## config.mk

```make
export PLATFORM = sky130hd
export DESIGN_NAME = mem_bank_router
export DESIGN_NICKNAME = d
export VERILOG_FILES = /design/src/rtl/mem_pkg.sv /design/src/rtl/mem_wait_timer.sv /design/src/rtl/mem_bank_router.sv
export SDC_FILE = /design/constraint.sdc
export NUM_CORES = 1
export LEC_CHECK = 0
export CAP_MARGIN = 20
export CORE_MARGIN = 2
export CORE_UTILIZATION = 50
export DETAILED_ROUTE_END_ITERATION = 12
export HOLD_SLACK_MARGIN = 0.15
export PLACE_DENSITY = 0.94
export SLEW_MARGIN = 25
export SYNTH_ARGS = -nofsm -noshare
export SYNTH_HDL_FRONTEND = slang
export SYNTH_SLANG_ARGS = --single-unit
```

## constraint.sdc

```tcl
create_clock -name clk -period 5.1 [get_ports clk]
set_input_delay 0.765 -clock clk [delete_from_list [all_inputs] [get_ports clk]]
set_output_delay 0.765 -clock clk [all_outputs]
set_load 0.03 [all_outputs]
```

## src/rtl/mem_pkg.sv

```systemverilog
// Shared types and constants for the memory bank router: FSM states,
// UART status word layout and the bank-select width helper.
package mem_pkg;

  typedef enum logic [1:0] {
    S_IDLE,
    S_ISSUE,
    S_RESP,
    S_HOLD
  } mem_state_t;

  localparam logic [15:0] STATUS_ADDR_DEF = 16'hBF01;
  localparam int          STAT_TX_RDY     = 0;
  localparam int          STAT_RX_RDY     = 1;

  function automatic int calc_sel_w(input int num_banks);
    return $clog2(num_banks);
  endfunction

endpackage

```

## src/rtl/mem_wait_timer.sv

```systemverilog
// Clear/enable wait counter; expired_o flags the cycle in which the
// count reaches TIMEOUT, so a request lasts exactly TIMEOUT enabled cycles.
module mem_wait_timer #(
  parameter int unsigned TIMEOUT = 255
) (
  input  logic clk,
  input  logic rst,
  input  logic clr_i,
  input  logic en_i,
  output logic expired_o
);

  logic [15:0] count_q, count_d;

  always_comb begin
    count_d = count_q;
    if (clr_i) begin
      count_d = '0;
    end else if (en_i) begin
      count_d = count_q + 16'd1;
    end
  end

  always_ff @(posedge clk or negedge rst) begin
    if (!rst) begin
      count_q <= '0;
    end else begin
      count_q <= count_d;
    end
  end

  // count_q holds completed cycles, so this cycle is number count_q+1
  assign expired_o = en_i && (({1'b0, count_q} + 17'd1) == 17'(TIMEOUT));

endmodule

```

## src/rtl/mem_bank_router.sv

```systemverilog
// CPU memory-stage front-end: routes each request to one SRAM bank or the
// UART status word through a registered request/acknowledge FSM.
module mem_bank_router
  import mem_pkg::*;
#(
  parameter int              ADDR_W      = 16,
  parameter int              DATA_W      = 16,
  parameter int              NUM_BANKS   = 2,
  parameter logic [ADDR_W-1:0] STATUS_ADDR = ADDR_W'(STATUS_ADDR_DEF),
  parameter int              TIMEOUT     = 255
) (
  input  logic                        clk,
  input  logic                        rst,
  input  logic                        cpu_rd,
  input  logic                        cpu_wr,
  input  logic [ADDR_W-1:0]           cpu_addr,
  input  logic [DATA_W-1:0]           cpu_wdata,
  output logic [DATA_W-1:0]           cpu_rdata,
  output logic                        cpu_done,
  output logic                        cpu_err,
  output logic [NUM_BANKS-1:0]        bank_req,
  output logic                        bank_we,
  output logic [ADDR_W-1:0]           bank_addr,
  output logic [DATA_W-1:0]           bank_wdata,
  input  logic [NUM_BANKS*DATA_W-1:0] bank_rdata,
  input  logic [NUM_BANKS-1:0]        bank_ack,
  input  logic                        uart_rx_ready,
  input  logic                        uart_tx_ready,
  output logic [15:0]                 txn_count
);

  localparam int SEL_W = calc_sel_w(NUM_BANKS);

  mem_state_t           state_q, state_d;
  logic [SEL_W-1:0]     sel_q, sel_d;
  logic [NUM_BANKS-1:0] req_q, req_d;
  logic                 we_q, we_d;
  logic [ADDR_W-1:0]    addr_q, addr_d;
  logic [DATA_W-1:0]    wdata_q, wdata_d;
  logic [DATA_W-1:0]    rdata_q, rdata_d;
  logic                 err_q, err_d;
  logic [15:0]          txn_q, txn_d;
  logic                 tmr_clr, tmr_en, tmr_expired;
  logic [DATA_W-1:0]    sel_rdata, status_word;

  mem_wait_timer #(.TIMEOUT(TIMEOUT)) u_timer (
    .clk       (clk),
    .rst       (rst),
    .clr_i     (tmr_clr),
    .en_i      (tmr_en),
    .expired_o (tmr_expired)
  );

  assign sel_rdata = bank_rdata[int'(sel_q)*DATA_W +: DATA_W];

  always_comb begin
    status_word              = '1;
    status_word[STAT_RX_RDY] = uart_rx_ready;
    status_word[STAT_TX_RDY] = uart_tx_ready;
  end

  always_comb begin
    state_d = state_q;
    sel_d   = sel_q;
    req_d   = req_q;
    we_d    = we_q;
    addr_d  = addr_q;
    wdata_d = wdata_q;
    rdata_d = rdata_q;
    err_d   = err_q;
    txn_d   = txn_q;
    tmr_clr = 1'b0;
    tmr_en  = 1'b0;
    case (state_q)
      S_IDLE: begin
        if (cpu_rd || cpu_wr) begin
          if (cpu_addr == STATUS_ADDR) begin
            rdata_d = cpu_wr ? '0 : status_word;
            err_d   = 1'b0;
            state_d = S_RESP;
          end else begin
            sel_d   = cpu_addr[ADDR_W-1 -: SEL_W];
            req_d   = NUM_BANKS'(1) << cpu_addr[ADDR_W-1 -: SEL_W];
            we_d    = cpu_wr;
            addr_d  = cpu_addr;
            wdata_d = cpu_wdata;
            tmr_clr = 1'b1;
            state_d = S_ISSUE;
          end
        end
      end
      S_ISSUE: begin
        tmr_en = 1'b1;
        // an ack landing on the expiry cycle still counts as success
        if (bank_ack[sel_q]) begin
          req_d   = '0;
          rdata_d = we_q ? '0 : sel_rdata;
          err_d   = 1'b0;
          state_d = S_RESP;
        end else if (tmr_expired) begin
          req_d   = '0;
          rdata_d = '1;
          err_d   = 1'b1;
          state_d = S_RESP;
        end
      end
      S_RESP: begin
        txn_d   = txn_q + 16'd1;
        state_d = S_HOLD;
      end
      S_HOLD: begin
        if (!cpu_rd && !cpu_wr) begin
          state_d = S_IDLE;
        end
      end
      default: state_d = S_IDLE;
    endcase
  end

  always_ff @(posedge clk or negedge rst) begin
    if (!rst) begin
      state_q <= S_IDLE;
      sel_q   <= '0;
      req_q   <= '0;
      we_q    <= 1'b0;
      addr_q  <= '0;
      wdata_q <= '0;
      rdata_q <= '0;
      err_q   <= 1'b0;
      txn_q   <= '0;
    end else begin
      state_q <= state_d;
      sel_q   <= sel_d;
      req_q   <= req_d;
      we_q    <= we_d;
      addr_q  <= addr_d;
      wdata_q <= wdata_d;
      rdata_q <= rdata_d;
      err_q   <= err_d;
      txn_q   <= txn_d;
    end
  end

  assign cpu_rdata  = rdata_q;
  assign cpu_err    = err_q;
  assign cpu_done   = (state_q == S_RESP);
  assign bank_req   = req_q;
  assign bank_we    = we_q;
  assign bank_addr  = addr_q;
  assign bank_wdata = wdata_q;
  assign txn_count  = txn_q;

endmodule

```

==> summary.txt <==
Post-synthesis sequential area ratio: 51.1%
Final instance area: 5830 um2
CTS Sinks: 86
Drt first-iter violations: 284
Final-report max-slew violation count: 0
Slew HR: 34.6%
Largest net degree at the start of global routing: 87
Rows: 33
Setup crit start kind: input pin
Most used DFF post-synth: dfrtp_1
Logic gate share of total power: 50.9%
Reg2Reg Depth: 8
Core Util, Final: 71.4%
Final Hold Vio Count: 0
Top post-synthesis cells by area: dfrtp_1, nand2_1, mux2i_1
Slowest cell delay on critical path: 0.66 ns
Minimum clock period: 3.21 ns
Crit path from: cpu_addr[1]
Post-CTS resize count: 0
Sw Pwr: 1.43 mW
Wire length per cell: 15.6 um
CP endpoint kind: flip-flop
Boundary Pins: 141
Worst-Skew Late Latency: 0.35 ns
Clock Tree Root: clkbuf_8
Tcrit/Tclk final: 62.9%
IO Port Bufs: 140
Post-DP Area: 5630 um2
Multi-input logic area: 1910 um2
Initial antenna violation count: 0
Vias in the first global route: 3682
Library cells used by synthesis: 46
RR Startpoint: state_q[1]
Switch share: 42.9%
Delay-heaviest family, CP: simple AND/OR/NAND/NOR gates
Power per cell area: 571 nW/um2
Count leader, synth: nand2_1
Clk pwr share: 15.2%
DR vias: 3667
Setup bufs post-CTS: 0
Post-synthesis register bit count: 86
CP bufs+invs: 1
Skew final: 0.00884 ns
Die area: 9180 um2
Vias per cell: 5.42
Total power: 3.33 mW
Post-synth EDFFs: 0
Grt ovf: 0
Post-synth top area cell: dfrtp_1
Starting density of the core: 51.5%
Cells after synthesis: 439
Crit path kind: input pin to flip-flop
Endpoints failing setup: 0
Hold-fix buffers, CTS: 0
First-pass GRT wire length: 16900 um
H-tree depth: 3
Residual DRC: 0
Area growth from synthesis to layout: 38.5%
Async S/R FF share, synth: 100%
Peak supply drop: 0.376 mV
Max-cap viol count: 0
CP Data Required Time: 5.34 ns
Worst-margin pin slew: 0.981 ns
RSZ-0062 raised after global routing: false
HPWL Detailed: 7630 um
Core area: 8180 um2
Syn nets: 519
Total GRT Usage: 23.7%
Worst path slowest cell: nor2b_1
GPL Wtd Cong: 0.897
Crit path cell chain: clkdlybuf4s50_1 > nor4b_1 > nand4_1 > o22ai_1 > and2_1 > nor2b_1 > o21ai_0 > o21a_1
Synth Cell Area: 4210 um2
Flop-to-flop setup slack: 2.13 ns
Total Routed Length: 10500 um
Share of layout cells above drive strength 1: 4.20%
Setup TNS Final: 0 ns
CTS Buffer Depth: 2
Fill cells: 596
Most instantiated cells after synthesis: nand2_1, dfrtp_1, nor2_1
Levels on crit path: 8
Post-DRT Antenna Nets: 0
Layout Nets: 648
DR pass1 iterations: 5
Share of the synthesized area in the top cell type: 51.1%
Max FO, Critical Path: 14
Crit path DAT: 3.45 ns
Seq pwr share: 33.9%
Leak: 2.59 nW
Status: finished clean
TritonCTS clock tree: done
Die Y: 95.8 um
Num CTS Buffers: 9
Internal power: 1.90 mW
Sequential Area: 2150 um2
HP Class: input pin to async pin
Mapped Avg Cell Area: 9.60 um2
Chip Width: 95.8 um
R2r endpoint: cpu_rdata[14]
Antenna Cells: 0
Fmax achieved: 312 MHz
CTS clk-pin slew, worst paths: 0.08 ns
Synth Warn #: 0
logic make-up after synthesis:
| family | after synthesis | share of synthesized area, % |
|---|---|---|
| compound gates | 54 | 8.46 |
| flops | 86 | 51.1 |
| simple gates | 205 | 22.3 |
| buf+inv | 31 | 3.65 |
| mux | 21 | 5.02 |
| xor+xnor | 34 | 7.07 |
| fa+ha+maj | 8 | 2.38 |
cells in the final DEF, fill, tap and decap left out, types with 3 or more instances in the layout:
| cell | instances |
|---|---|
| mux2i_1 | 20 |
| ha_1 | 8 |
| nor3_1 | 4 |
| and3_1 | 6 |
| clkdlybuf4s50_1 | 139 |
| clkbuf_8 | 9 |
| a31oi_1 | 3 |
| nor2b_1 | 3 |
| o21ai_0 | 17 |
| dfrtp_1 | 86 |
| a21oi_1 | 6 |
| nand2_1 | 113 |
| nor4_1 | 4 |
| and2_1 | 4 |
| nor2_1 | 28 |
| inv_1 | 8 |
| nand4_1 | 17 |
| o21a_1 | 15 |
| nand3_1 | 13 |
| xor2_1 | 14 |
| xnor2_1 | 20 |
power by group through the flow:
stage                     logic (mW)  registers [mW]  clock network [mW]
final                           1.69            1.13               0.507
after CTS                       1.71            1.13               0.511
after global routing            1.83            1.16               0.537
after global placement          1.64            1.12                   0
after detailed placement        1.70            1.14                   0
after floorplan                0.692            1.49                   0
metal layers:
metal  global-route usage, %  vias to the layer above  share of wire [%]
met2                    39.2                      145                 49
met1                    30.4                     1778                 42
met3                    6.66                        9                8.3
li1                        -                     1735                  -
met5                       0                        -                  0
met4                    6.90                        0               0.90
area by class of cell:
class / instances / share of cell area (%)
clock buffers: 10 / 2.19
multi-input cells: 322 / 32.7
flip-flops and latches: 86 / 36.9
inverters: 8 / 0.515
clock inverters: 4 / 1.27
repair buffers: 141 / 24.2
well taps: 105 / 2.25
flip-flops by register name, summed over array words and instances, names as in the netlist:
signal,cells
bank_addr,16
bank_wdata,16
cpu_rdata,16
txn_count,16
u_timer.count_q,16
bank_req,2
state_q,2
bank_we,1
cpu_err,1
worst max path at each step:
| stage | end | slack [ns] |
|---|---|---|
| CTS | cpu_rdata[14] | 1.94 |
| floorplan | cpu_rdata[10] | 2.66 |
| global placement | cpu_rdata[14] | 1.77 |
| global route | cpu_rdata[14] | 1.64 |
| finish | cpu_rdata[14] | 1.89 |
| detailed placement | cpu_rdata[14] | 1.64 |
metrics by stage:
step | setup slack [ns] | std cells | hold slack (ns)
floorplan | 2.66 | 439 | 0.469
global placement | 1.77 | 662 | 0.456
global route | 1.64 | 676 | 0.505
detailed placement | 1.64 | 662 | 0.462
finish | 1.89 | 676 | 0.444
CTS | 1.94 | 676 | 0.481
Note: power is estimated with default switching activity, not from simulation.
